`src/rtl/bk_sd_xfer.sv`:
```
// bk_sd_xfer: backup-RAM transfer controller between cartridge save RAM and
// SD-mounted save images.
//
// It moves whole save images one 512-byte sector at a time over an
// ack-handshaked SD channel. It also handles load-over-save arbitration,
// a per-sector ack timeout, abort on a new ROM download and auto-load
// after a download.
//
// Optional build macro: BK_AUTOSAVE_EN. When it is defined, the block saves
// image 0 after BSRAM writes have been quiet for AUTO_DLY cycles. Without
// the macro, bsram_wr is ignored.
//
// Ports
//   clk_sys, reset_n        clock, asynchronous active-low reset
//   rom_loading             ROM download active; a rising edge aborts
//   img_mounted/readonly/size_nz   mount strobes and image properties
//   img_sel                 image targeted by manual load/save requests
//   load_req, save_req      level requests; a rising edge starts a transfer
//   last_sect               index of the final sector (sampled at accept)
//   bsram_wr                BSRAM write strobe (dirty tracking, optional)
//   sd_ack                  SD ack per image
//   sd_lba                  current sector; also the BSRAM port-B address
//   sd_rd, sd_wr            one-hot read/write request per image
//   bk_loading, busy, done, error, ena   status outputs
//
// state    | meaning
// ---------+---------------------------------------------------------
// IDLE     | no transfer; requests are accepted here only
// WAIT_HI  | request asserted, waiting for the ack rising edge
// WAIT_LO  | request dropped, waiting for the ack falling edge
// NEXT     | one-cycle gap before the request for the next sector
// DONE     | pulse done and release busy/bk_loading
module bk_sd_xfer #(
    parameter int          NUM_IMG  = 2,
    parameter int          LBA_W    = 32,
    parameter int          SECT_W   = 15,
    parameter logic [23:0] ACK_TO   = 24'd4000000,
    parameter logic [23:0] AUTO_DLY = 24'd8000000,
    localparam int         SEL_W    = (NUM_IMG > 1) ? $clog2(NUM_IMG) : 1
) (
    input  logic               clk_sys,
    input  logic               reset_n,
    input  logic               rom_loading,
    input  logic [NUM_IMG-1:0] img_mounted,
    input  logic               img_readonly,
    input  logic               img_size_nz,
    input  logic [SEL_W-1:0]   img_sel,
    input  logic               load_req,
    input  logic               save_req,
    input  logic [SECT_W-1:0]  last_sect,
    input  logic               bsram_wr,
    input  logic [NUM_IMG-1:0] sd_ack,
    output logic [LBA_W-1:0]   sd_lba,
    output logic [NUM_IMG-1:0] sd_rd,
    output logic [NUM_IMG-1:0] sd_wr,
    output logic               bk_loading,
    output logic               busy,
    output logic               done,
    output logic               error,
    output logic [NUM_IMG-1:0] ena
);

    typedef enum logic [2:0] {
        ST_IDLE, ST_WAIT_HI, ST_WAIT_LO, ST_NEXT, ST_DONE
    } state_t;

    state_t             state_q;
    logic               rom_q, ld_q, sv_q;
    logic [NUM_IMG-1:0] ack_q, ena_q, rd_q, wr_q;
    logic [SEL_W-1:0]   ch_q;
    logic               is_load_q;
    logic [SECT_W-1:0]  last_q;
    logic [LBA_W-1:0]   lba_q;
    logic [23:0]        tmr_q;
    logic               bkl_q, busy_q, done_q, err_q;

    logic               rom_rise, rom_fall, sel_ok;
    logic               ld_d, sv_d, ld_rise, sv_rise;
    logic               ack_rise, ack_fall, at_last;
    logic               start, start_load;
    logic [SEL_W-1:0]   start_ch;
    logic [NUM_IMG-1:0] start_oh, ch_oh, ena_set;
    logic               auto_go;

    assign rom_rise = rom_loading & ~rom_q;
    assign rom_fall = ~rom_loading & rom_q;
    // Guards against img_sel values with no image behind them when NUM_IMG
    // is not a power of two.
    assign sel_ok   = int'(img_sel) < NUM_IMG;
    assign ld_d     = load_req & sel_ok & ena_q[img_sel];
    assign sv_d     = save_req & sel_ok & ena_q[img_sel];
    assign ld_rise  = ld_d & ~ld_q;
    assign sv_rise  = sv_d & ~sv_q;
    assign ack_rise = sd_ack[ch_q] & ~ack_q[ch_q];
    assign ack_fall = ~sd_ack[ch_q] & ack_q[ch_q];
    assign at_last  = lba_q >= LBA_W'(last_q);
    assign ch_oh    = NUM_IMG'(1) << ch_q;
    assign start_oh = NUM_IMG'(1) << start_ch;
    assign ena_set  = img_mounted & {NUM_IMG{rom_loading & img_size_nz & ~img_readonly}};

    // Auto-load after a download outranks manual requests; load beats save.
    always_comb begin
        start      = 1'b0;
        start_load = 1'b0;
        start_ch   = img_sel;
        if (rom_fall && ena_q[0]) begin
            start      = 1'b1;
            start_load = 1'b1;
            start_ch   = '0;
        end else if (ld_rise) begin
            start      = 1'b1;
            start_load = 1'b1;
        end else if (sv_rise) begin
            start      = 1'b1;
        end else if (auto_go) begin
            start      = 1'b1;
            start_ch   = '0;
        end
    end

    always_ff @(posedge clk_sys or negedge reset_n) begin
        if (!reset_n) begin
            rom_q <= 1'b0;
            ld_q  <= 1'b0;
            sv_q  <= 1'b0;
            ack_q <= '0;
            ena_q <= '0;
        end else begin
            rom_q <= rom_loading;
            ld_q  <= ld_d;
            sv_q  <= sv_d;
            ack_q <= sd_ack;
            ena_q <= (rom_rise ? '0 : ena_q) | ena_set;
        end
    end

    always_ff @(posedge clk_sys or negedge reset_n) begin
        if (!reset_n) begin
            state_q   <= ST_IDLE;
            rd_q      <= '0;
            wr_q      <= '0;
            ch_q      <= '0;
            is_load_q <= 1'b0;
            last_q    <= '0;
            lba_q     <= '0;
            tmr_q     <= '0;
            bkl_q     <= 1'b0;
            busy_q    <= 1'b0;
            done_q    <= 1'b0;
            err_q     <= 1'b0;
        end else begin
            done_q <= 1'b0;
            if (rom_rise) begin
                state_q <= ST_IDLE;
                rd_q    <= '0;
                wr_q    <= '0;
                bkl_q   <= 1'b0;
                busy_q  <= 1'b0;
            end else begin
                case (state_q)
                    ST_IDLE: begin
                        if (start) begin
                            ch_q      <= start_ch;
                            is_load_q <= start_load;
                            last_q    <= last_sect;
                            lba_q     <= '0;
                            bkl_q     <= start_load;
                            busy_q    <= 1'b1;
                            err_q     <= 1'b0;
                            rd_q      <= start_load ? start_oh : '0;
                            wr_q      <= start_load ? '0 : start_oh;
                            tmr_q     <= ACK_TO;
                            state_q   <= ST_WAIT_HI;
                        end
                    end
                    ST_WAIT_HI, ST_WAIT_LO: begin
                        // The timer runs from request assertion across both
                        // halves of the handshake.
                        if (tmr_q == '0) begin
                            err_q   <= 1'b1;
                            rd_q    <= '0;
                            wr_q    <= '0;
                            bkl_q   <= 1'b0;
                            busy_q  <= 1'b0;
                            state_q <= ST_IDLE;
                        end else begin
                            tmr_q <= tmr_q - 24'd1;
                            if (state_q == ST_WAIT_HI) begin
                                if (ack_rise) begin
                                    rd_q    <= '0;
                                    wr_q    <= '0;
                                    state_q <= ST_WAIT_LO;
                                end
                            end else if (ack_fall) begin
                                if (at_last) begin
                                    state_q <= ST_DONE;
                                end else begin
                                    lba_q   <= lba_q + LBA_W'(1);
                                    state_q <= ST_NEXT;
                                end
                            end
                        end
                    end
                    ST_NEXT: begin
                        rd_q    <= is_load_q ? ch_oh : '0;
                        wr_q    <= is_load_q ? '0 : ch_oh;
                        tmr_q   <= ACK_TO;
                        state_q <= ST_WAIT_HI;
                    end
                    ST_DONE: begin
                        done_q  <= 1'b1;
                        bkl_q   <= 1'b0;
                        busy_q  <= 1'b0;
                        state_q <= ST_IDLE;
                    end
                    default: state_q <= ST_IDLE;
                endcase
            end
        end
    end

`ifdef BK_AUTOSAVE_EN
    logic        dirty_q;
    logic [23:0] quiet_q;

    assign auto_go = dirty_q && (quiet_q == '0) && ena_q[0] && (state_q == ST_IDLE);

    always_ff @(posedge clk_sys or negedge reset_n) begin
        if (!reset_n) begin
            dirty_q <= 1'b0;
            quiet_q <= '0;
        end else begin
            if (bsram_wr) begin
                quiet_q <= AUTO_DLY;
            end else if (quiet_q != '0) begin
                quiet_q <= quiet_q - 24'd1;
            end
            if (rom_loading) begin
                dirty_q <= 1'b0;
            end else begin
                // Any accepted save of image 0 captures the current RAM.
                // A write in the same cycle marks it dirty again.
                if (state_q == ST_IDLE && start && !start_load && start_ch == '0)
                    dirty_q <= 1'b0;
                if (bsram_wr && !bkl_q)
                    dirty_q <= 1'b1;
            end
        end
    end
`else
    logic unused_bsram_wr;
    assign unused_bsram_wr = bsram_wr;
    assign auto_go         = 1'b0;
`endif

    assign sd_lba     = lba_q;
    assign sd_rd      = rd_q;
    assign sd_wr      = wr_q;
    assign bk_loading = bkl_q;
    assign busy       = busy_q;
    assign done       = done_q;
    assign error      = err_q;
    assign ena        = ena_q;

endmodule

```
`config.mk`:
```
export PLATFORM = sky130hd
export DESIGN_NAME = bk_sd_xfer
export DESIGN_NICKNAME = d
export VERILOG_FILES = /design/src/rtl/bk_sd_xfer.sv
export SDC_FILE = /design/constraint.sdc
export NUM_CORES = 1
export LEC_CHECK = 0
export BUFFER_PORTS_ARGS = -buffer_cell sky130_fd_sc_hd__clkbuf_2
export CAP_MARGIN = 0
export CORE_ASPECT_RATIO = 0.8
export CORE_UTILIZATION = 40
export CTS_CLUSTER_DIAMETER = 150
export DETAILED_ROUTE_END_ITERATION = 6
export REMOVE_ABC_BUFFERS = 1
export SYNTH_ARGS = -nofsm -noshare
export SYNTH_HDL_FRONTEND = slang
export SYNTH_SLANG_ARGS = --single-unit
```
`constraint.sdc`:
```
create_clock -name clk_sys -period 3.4 [get_ports clk_sys]
set_input_delay 0.34 -clock clk_sys [delete_from_list [all_inputs] [get_ports clk_sys]]
set_output_delay 0.34 -clock clk_sys [all_outputs]
set_load 0.02 [all_outputs]
```
-- Word-level counts from Yosys, hierarchy flattened
Cells that the tools add are included.
Widths: inputs -> output; s select.
- add/sub/neg operators: 2
- order comparisons: 3
- equal/unequal tests: 16
- shift operators: 2
- multiplexer cells: 55
- bitwise gates (word level): 20
- reductions and logical operators: 15
- operators by type and width (kind ; number):
    $mux 32 ; 5
    $pmux 24 s3 ; 1
    $pmux 32 s2 ; 1
    $mux 24 ; 2
    $add 32x1->32 const B ; 1
    $ge 32x15->1 ; 1
    $logic_not 24->1 ; 1
    $mux 2 ; 12
    $sub 24x1->24 const B ; 1
    $mux 1 ; 21
    $mux 3 ; 7
    $ne 2x2->1 const B ; 6
    $pmux 2 s3 ; 2
    $reduce_and 4->1 ; 3
    $and 1x1->1 ; 10
    $ne 5x5->1 const B ; 2
    $pmux 3 s3 ; 1
    $reduce_and 3->1 ; 3
    $ne 4x4->1 const B ; 2
    $not 1->1 ; 8
    $reduce_bool 4->1 ; 2
    $reduce_and 7->1 ; 1
    $eq 3x2->1 const B ; 2
    $ne 3x3->1 const B ; 2
    other kinds (13) ; 16
- register bits: 91
- input bits: 28
- output and inout bits: 42
- logic and storage cells: 130

-- Longest topological paths before layout
Gate-level depths: netlist of the first run.
- word-level depth: 10
- depth in mapped cells: 10
- gate-level depth less buffers: 9

-- Least setup slack after synthesis of the first run
OpenSTA, ideal clock, no wires.
- path type: reg-to-reg
- start point: reg lba_q[11] (netlist: sd_lba[11])
- end point: reg lba_q[10] (netlist: sd_lba[10])
- library setup time: 0.078 ns
- data arrival time: 2.398 ns
- required time: 3.322 ns
- setup slack: 0.924 ns
- stages on the path, launching flop included: 10
- buffers on the path: 1
- period minus slack after synthesis: 2.476 ns
- cell sequence: dfrtp_1 ha_1 a21oi_1 o21ai_1 a2111oi_0 a211oi_1 o21a_2 buf_2 or3_1 a21oi_1
- word-level cells in the longest chain between the ends: 3
- RTL lines (what ; line ; RTL):
    start: declaration ; 73 ; logic [LBA_W-1:0] lba_q;
    start signal: assignment ; 198 ; lba_q <= lba_q + LBA_W'(1);
    $ge 32x15->1 ; 96 ; assign at_last = lba_q >= LBA_W'(last_q);
    $ne 2x2->1 (no source line) ; -- ;
    $reduce_and 7->1 (no source line) ; -- ;
Every way passes these cells.
A chain may end at the register's enable or synchronous reset.

-- Worst setup path after layout of the first run
- start point: reg lba_q[11] (netlist: sd_lba[11])
- end point: reg lba_q[0] (netlist: sd_lba[0])
Same word-level chain as after synthesis.

==> metrics.csv, run 1 <==
metric;value;unit
Clock Latency Late Sink;0.34;ns
fill count;1038;
share of post-route cells with drive strength above 1;18.2;%
Relative slew margins;49.8;%
vias in the first global route;3606;
via count;3755;
crit-path max FO;27;
# nets final;589;
Yosys cell types;55;
Root Buffer;clkbuf_16;
global-route wire length before repair;17700;um
Vias per Instance;5.42;
core area;11000;um^2
worst vdd ir;0.353;mV
Total Routed Length;10300;um
Die Ht;97.7;um
Top FF cell, synth;dfrtp_1;
Final Hold Vio Count;0;
largest net degree at the start of global routing;43;
Slew Limit Fails;0;
Pwr Density;675;nW/um^2
Reg area;2280;um^2
CP endpoint kind;flip-flop;
total CTS buffers;9;
PortBufs;68;
f_max;357;MHz
slew at the pin with the worst max-slew slack;0.751;ns
Area growth syn-to-layout;17.5;%
footprint of the multi-input gates;2140;um^2
TritonCTS sink count;91;
sequential share of the synthesized area;49.7;%
n_diodes;0;
die width;122;um
Async SR Flop Fraction;100;%
Total Routing Usage GR;18.9;%
Syn Area/Cell;9.64;um^2
TNS Setup;0;ns
worst clock skew;0.00871;ns
Final GP Congestion;0.772;
Core Rows;34;
starting density of the core;41.6;%
IO Count;70;
DR WL/cell;14.9;um
GRT overflow;0;
Setup-failing EPs final;0;
Max-Cap Viols;0;
initial drt markers;195;
drt drc;0;
post-route ant nets;0;
Resize count post-CTS;0;
Lkg Pwr;2.56;nW
RSZ-0062 raised after global routing;no;
Req. time, crit path;3.63;ns
hold crit path type;primary input to flip-flop;
CTS tree;done;
YS warnings;0;
Final period util;82.5;%
utilization after layout;48.9;%
initial antenna violation count;0;
Final min period;2.80;ns
Detail Placement HPWL;7400;um
kind of critical path;flip-flop to flip-flop;
Synth Register Bits;91;
clock buffer depth;2;
DRT Pass-1 Iters;4;
Setup crit start kind;flip-flop;
CTS clk-pin slew, worst paths;0.07;ns
H-tree Lvls;3;
number of synthesized flops with an enable pin;0;
critical path arrival;3.04;ns
Mapped Cells;475;
status;complete, no violations;
die area;11900;um^2
mapped cell area;4580;um^2
## per-stage QoR
| stage | total power, mW | cell area [um^2] | instances | worst slack (ns) | hold WS [ns] |
|---|---|---|---|---|---|
| detailed placement | 2.65 | 5070 | 676 | 0.588 | 0.347 |
| global placement | 2.61 | 5070 | 676 | 0.661 | 0.333 |
| global route | 3.91 | 5380 | 693 | 0.425 | 0.111 |
| floorplan | 2.25 | 4500 | 459 | 0.569 | 0.0444 |
| finish | 3.63 | 5380 | 693 | 0.596 | 0.128 |
| CTS | 3.68 | 5380 | 693 | 0.571 | 0.116 |
## cell usage after synthesis (all sizes together) (11+ instances only)
master,n,area (um^2)
clkbuf,11,42.5
and2,19,119
nor3,16,90.1
nand2,51,191
nor4,11,83.8
o21ai,36,180
a21oi,22,110
nand3,21,105
nand4,12,75.1
dfrtp,91,2280
or3,17,106
nor2,38,143
ha,17,213
inv,25,93.8
## layer usage
metal	up-vias	routed length (um)	GRT usage [%]
met5	-	0	0
li1	1829	-	-
met2	85	4560	28.1
met4	0	59	4.37
met3	4	408	4.28
met1	1837	5300	27.9
## timing repair
action / 4_1_cts / 5_1_grt
setup endpoints to repair: 0 / 0
buffers inserted: 0 / 0
hold buffers: 1 / 0
hold endpoints to repair: 33 / 0
## critical path: stages, from the launching register on
cell       delay, ns
dfrtp_1         0.43
ha_1            0.34
nand2_1         0.06
o21ai_1         0.20
a2111oi_0       0.10
a211oi_1        0.50
o21a_2          0.50
or2b_1          0.23
mux2_2          0.34
## final cells by class
cell class / count / share of cell area (%)
clock buffer: 9 / 4.18
clock inverter: 7 / 1.42
inverter: 25 / 1.74
multi-input combinational: 343 / 39.7
sequential: 91 / 42.3
tap: 144 / 3.35
timing repair buffer: 74 / 7.25
## placed cells by master (no fill, tap or decap), types with 9 or more instances in the layout
| cell type | synthesis | routed |
|---|---|---|
| dfrtp_1 | 91 | 91 |
| clkbuf_2 | 1 | 67 |
| nand2_1 | 51 | 51 |
| nor2_1 | 38 | 38 |
| o21ai_0 | 34 | 34 |
| inv_1 | 25 | 25 |
| a21oi_1 | 22 | 21 |
| nand3_1 | 21 | 21 |
| and2_1 | 19 | 19 |
| or3_1 | 17 | 17 |
| ha_1 | 17 | 17 |
| nor3_1 | 14 | 14 |
| nand4_1 | 12 | 12 |
| nor4_1 | 10 | 10 |
| xor2_1 | 10 | 10 |
| xnor2_1 | 10 | 10 |
| and3_1 | 9 | 9 |
| clkbuf_16 | 0 | 9 |
## path summary, 6_finish.rpt
check | from | endpoint | slack [ns] | cells past startpoint
hold / removal | sd_ack[1] | ack_q[1] | 0.13 | 1
min in group asynchronous | reset_n | sd_rd[0] | 0.50 | 2
hold reg to reg | last_q[0] | last_q[0] | 0.48 | 2
setup reg to reg | sd_lba[11] | sd_lba[0] | 0.60 | 8
setup / recovery | sd_lba[11] | sd_lba[0] | 0.60 | 8
max in group asynchronous | reset_n | last_q[9] | 2.12 | 3
## power breakdown
part	leakage, nW	switching, mW	total [mW]	internal (mW)
Clock	0.142	0.433	1.01	0.575
Sequential	1.18	0.155	1.44	1.29
Combinational	1.24	0.759	1.18	0.421
Total	2.56	1.35	3.63	2.28
## sequential cells by signal (all words and copies together), names as in the netlist
signal      cells
last_q         15
ch_q            1
rom_q           1
done            1
bk_loading      1
ack_q           2
sd_lba         32
busy            1
ena             2
is_load_q       1
sd_wr           2
tmr_q          24
state_q         3
sd_rd           2
sv_q            1
error           1
ld_q            1
## kinds of logic after synthesis
logic type               after synthesis  synth area share, %
AO/OA/AOI/OAI                         87                 12.3
XOR/XNOR                              20                 3.82
adder cells (fa/ha/maj)               17                 4.64
buffers and inverters                 41                 3.80
flip-flops                            91                 49.7
multiplexers                           4                0.902
AND/OR/NAND/NOR                      215                 24.8
Power figures use the tool's default switching activity.
==> inputs of run 2 (changes only) <==
==> constraint.sdc (replaced) <==
create_clock -name clk_sys -period 2.5 [get_ports clk_sys]
set_input_delay 0.25 -clock clk_sys [delete_from_list [all_inputs] [get_ports clk_sys]]
set_output_delay 0.25 -clock clk_sys [all_outputs]
set_load 0.02 [all_outputs]
==> run 2 against run 1 <==
Clock power up 53%. Critical endpoint is now sd_lba[6]. Power up 46%. Setup slack worse by 0.46 ns. Cell area up 6.5%. Global-route usage up 0.42 points. Critical path type unchanged.
==> metrics.csv, run 2 (synthesis gave the netlist of run 1 again) <==
metric;value;unit
CP endpoint kind;flip-flop;
FF-to-FF path depth;9;
RSZ-0062 raised after global routing;no;
commonest non-fill, non-tap cells in the layout;91 x dfrtp_1, 67 x clkbuf_2, 51 x nand2_1;
Area growth syn-to-layout;25.2;%
f_max;422;MHz
via count;3766;
Core Rows;34;
slew at the pin with the worst max-slew slack;0.637;ns
crit-path cells;ha_4 > a21oi_2 > o21ai_2 > a2111oi_4 > a211oi_2 > o21a_2 > buf_4 > or3_1 > a21oi_2;
Detail Placement HPWL;7750;um
share of post-route cells with drive strength above 1;25.0;%
Max-Cap Viols;0;
worst clock skew;0.00945;ns
worst hold margin;0.0490;ns
CTS tree;done;
Final period util;94.7;%
core area;11000;um^2
crit path from;sd_lba[9];
post-route ant nets;0;
Clock Latency Late Sink;0.34;ns
kind of critical path;flip-flop to flip-flop;
Root Buffer;clkbuf_16;
Non-Filler Instances;720;
final total power;5.30;mW
placed cells;703;
vias in the first global route;3587;
Final GP Congestion;0.768;
initial antenna violation count;0;
total CTS buffers;9;
hold crit path type;primary input to flip-flop;
Setup crit start kind;flip-flop;
DR WL/cell;14.8;um
Worst R2R End;sd_lba[6];
crit-path max FO;12;
n_diodes;0;
Die Ht;97.7;um
worst reg2reg startpoint;sd_lba[9];
Setup-failing EPs final;0;
CP endpoint;sd_lba[6];
Slew Limit Fails;0;
worst vdd ir;0.485;mV
clock buffer depth;2;
initial drt markers;190;
Total Routing Usage GR;19.3;%
IO Count;70;
drt drc;0;
Pwr Density;925;nW/um^2
Vias per Instance;5.23;
PortBufs;68;
Final min period;2.37;ns
most used cell, CP;a21oi_2;
GRT overflow;0;
Lkg Pwr;2.74;nW
r2r setup slk;0.13;ns
Largest register FFs;32;
TritonCTS sink count;91;
DRT Pass-1 Iters;4;
H-tree Lvls;3;
Final Hold Vio Count;0;
Req. time, crit path;2.76;ns
die width;122;um
CTS clk-pin slew, worst paths;0.07;ns
Total Routed Length;10700;um
critical path arrival;2.63;ns
global-route wire length before repair;18100;um
largest net degree at the start of global routing;50;
status;complete, no violations;
most common cell after layout, fill and taps aside;dfrtp_1;
die area;11900;um^2
slowest CP cell;dfrtp_1;
setup bufs post-CTS;0;
TNS Setup;0;ns
slowest stage delay, CP;0.42;ns
Relative slew margins;57.5;%
# nets final;616;
starting density of the core;41.6;%
[run 2: worst min-delay path by stage]
stage	startpoint	end	slack [ns]	depth (start not counted)
CTS	sd_ack[0]	ack_q[0]	0.04	1
floorplan	reset_n	ack_q[0]	-0.05	0
global route	sd_ack[1]	ack_q[1]	0.03	1
detailed placement	reset_n	sd_wr[0]	0.32	1
global placement	reset_n	sd_rd[0]	0.32	1
finish	sd_ack[0]	ack_q[0]	0.05	1
[run 2: report_power, final]
part / leakage, nW / switching (mW) / internal, mW
sequential: 1.18 / 0.191 / 1.75
clock: 0.159 / 0.574 / 0.979
combinational: 1.41 / 1.11 / 0.690
total: 2.74 / 1.88 / 3.42
[run 2: stage by stage]
stage          cell area (um^2)  util, %  worst slack [ns]
2_1_floorplan              4500        -            -0.331
3_3_place_gp               5270     47.9            0.0610
3_5_place_dp               5270     47.9          -0.00133
4_1_cts                    5630     51.1           0.00228
5_1_grt                    5730     52.0           0.00736
6_report                   5730     52.0             0.131
[run 2: metal layers]
metal  track usage [%]  vias up  share of wire [%]
li1                  -     1879                  -
met1              29.3     1799                 52
met5                 0        -                  0
met4              4.08        0               0.69
met3              5.11        9                4.7
met2              27.4       79                 43
[run 2: cell type report]
type	count	area (um^2)
clock buffer	10	229
clock inverter	6	114
fill	992	5290
inverter	25	93.8
multi-input combinational	343	2250
sequential	91	2280
tap	144	180
timing repair buffer	101	593
[run 2: what timing repair did]
item	in CTS	in global routing
gates cloned	0	0
hold buffers	1	0
endpoints found under the setup margin	13	26
endpoints found under the hold margin	45	0
pin swaps	0	2
gates resized for setup	1	20
[run 2: worst max-delay path, delay by kind of cell, from the launching register on]
family / cells / cell delay [ns]
fa+ha+maj: 1 / 0.26
flops: 1 / 0.42
compound gates: 6 / 1.09
buf+inv: 1 / 0.17
simple gates: 1 / 0.36
==> inputs of run 3 (changes only) <==
--- a/config.mk
+++ b/config.mk
@@ -7,7 +7,7 @@
 export LEC_CHECK = 0
 export BUFFER_PORTS_ARGS = -buffer_cell sky130_fd_sc_hd__clkbuf_2
 export CAP_MARGIN = 0
-export CORE_ASPECT_RATIO = 0.8
+export CORE_ASPECT_RATIO = 1.25
 export CORE_UTILIZATION = 40
 export CTS_CLUSTER_DIAMETER = 150
 export DETAILED_ROUTE_END_ITERATION = 6
==> run 3 against run 2 <==
The run now ends with design-rule violations left. Critical path type unchanged. Critical endpoint is now sd_lba[4]. First-iteration DRC count up 4.7%. Count of clock-buffer cells in the layout down 1. Power down 1.5%. Non-clock buffer count down 4. Hold slack better by 0.019 ns.
==> metrics.csv, run 3 (synthesis gave the netlist of run 1 again) <==
metric;value;unit
crit path from;sd_lba[7];
Detail Placement HPWL;7530;um
failing checks;design-rule violations;
Final GP Congestion;0.827;
via count;3778;
most common cell after layout, fill and taps aside;dfrtp_1;
post-route ant nets;0;
GRT overflow;0;
Non-Filler Instances;707;
Req. time, crit path;2.77;ns
Largest register FFs;32;
Core Rows;43;
TritonCTS sink count;91;
initial antenna violation count;0;
crit-path cells;ha_1 > nand2_1 > nor2_1 > a2111oi_2 > a211oi_2 > o21a_2 > buf_12 > or3_1 > a21oi_2;
Setup-failing EPs final;0;
utilization after layout;50.8;%
Total Routing Usage GR;18.5;%
fill count;1025;
CP top delay family;compound AO/OA/AOI/OAI gates;
core area;11100;um^2
Final period util;94.7;%
Slew Limit Fails;0;
sw frac;34.9;%
kind of critical path;flip-flop to flip-flop;
n_diodes;0;
Total Routed Length;10400;um
status;finished with violations;
die area;11900;um^2
worst clock skew;0.00748;ns
H-tree Lvls;3;
Final min period;2.37;ns
Clock Latency Late Sink;0.34;ns
Net Sw Power;1.82;mW
slew at the pin with the worst max-slew slack;0.588;ns
slowest CP cell;dfrtp_1;
slowest stage delay, CP;0.38;ns
clock group share of total power;29.7;%
IO Count;70;
Max-Cap Viols;0;
global-route wire length before repair;17400;um
DRT Pass-1 Iters;6;
largest net degree at the start of global routing;44;
total CTS buffers;9;
# nets final;612;
share of post-route cells with drive strength above 1;23.3;%
CP endpoint kind;flip-flop;
dpl ws;-0.000700;ns
commonest non-fill, non-tap cells in the layout;91 x dfrtp_1, 67 x clkbuf_2, 51 x nand2_1;
Area growth syn-to-layout;23.6;%
CTS clk-pin slew, worst paths;0.06;ns
Root Buffer;clkbuf_16;
final total power;5.22;mW
f_max;422;MHz
vias in the first global route;3707;
Critical path buffers and inverters;1;
PortBufs;68;
hold wc startpoint;sd_ack[1];
Reg area;2280;um^2
Internal;3.40;mW
worst vdd ir;0.469;mV
crit-path max FO;26;
critical path arrival;2.64;ns
die width;97.7;um
initial drt markers;199;
Seq pwr share;37.3;%
starting density of the core;41.1;%
combinational share of power;33.0;%
Final Hold Vio Count;0;
Relative slew margins;60.8;%
PnR worst setup slack;0.132;ns
placed cells;689;
CTS tree;done;
Lkg Pwr;2.74;nW
hold crit path type;primary input to flip-flop;
drt drc;14;
worst reg2reg startpoint;sd_lba[7];
Pwr Density;923;nW/um^2
footprint of the multi-input gates;2190;um^2
worst hold margin;0.0676;ns
Die Ht;122;um
clock buffer depth;2;
Setup crit start kind;flip-flop;
Vias per Instance;5.34;
r2r setup slk;0.13;ns
DR WL/cell;14.8;um
## run 3: worst register-to-register path, cell delays in order (launching register included)
cell	delay [ns]
dfrtp_1	0.38
ha_1	0.34
nand2_1	0.12
nor2_1	0.08
a2111oi_2	0.31
a211oi_2	0.14
o21a_2	0.26
buf_12	0.15
or3_1	0.38
a21oi_2	0.14
## run 3: metrics by stage
stage | TNS, ns | area [um^2]
after floorplan | -7.82 | 4500
after detailed placement | -0.000700 | 5240
after global placement | 0 | 5240
after CTS | 0 | 5610
final | 0 | 5660
after global routing | -0.0464 | 5660
## run 3: cell type report
| class | instances | share of cell area [%] |
|---|---|---|
| clock inverters | 7 | 2.06 |
| well taps | 135 | 2.98 |
| inverters | 25 | 1.66 |
| flip-flops and latches | 91 | 40.2 |
| clock buffers | 9 | 3.98 |
| multi-input cells | 343 | 38.7 |
| repair buffers | 97 | 10.4 |
## run 3: per-layer routing
metal	up-vias	global-route usage (%)	routed length [um]
met5	-	0	0
met2	61	31.2	5340
met1	1837	22.8	4590
met4	0	9.75	195
li1	1865	-	-
met3	15	3.44	319
## run 3: path summary, 6_finish.rpt
check                             end  cells past startpoint
setup / recovery            sd_lba[4]                      9
min in group asynchronous  sd_lba[14]                      2
max in group asynchronous       rom_q                      3
setup reg to reg            sd_lba[4]                      9
hold reg to reg             last_q[0]                      2
hold / removal               ack_q[1]                      1
## run 3: what timing repair did
item	CTS	global route
pin swaps	1	3
hold buffers	1	0
setup endpoints to repair	13	28
setup buffers	0	1
hold endpoints to repair	41	0
gates resized for setup	3	10
## run 3: power by group through the flow
stage	clock network, mW	registers, mW	logic (mW)
after floorplan	0	2.01	1.05
after global placement	0	1.96	1.67
after detailed placement	0	1.98	1.71
after CTS	1.59	1.95	1.73
after global routing	1.64	1.98	1.95
final	1.55	1.95	1.72
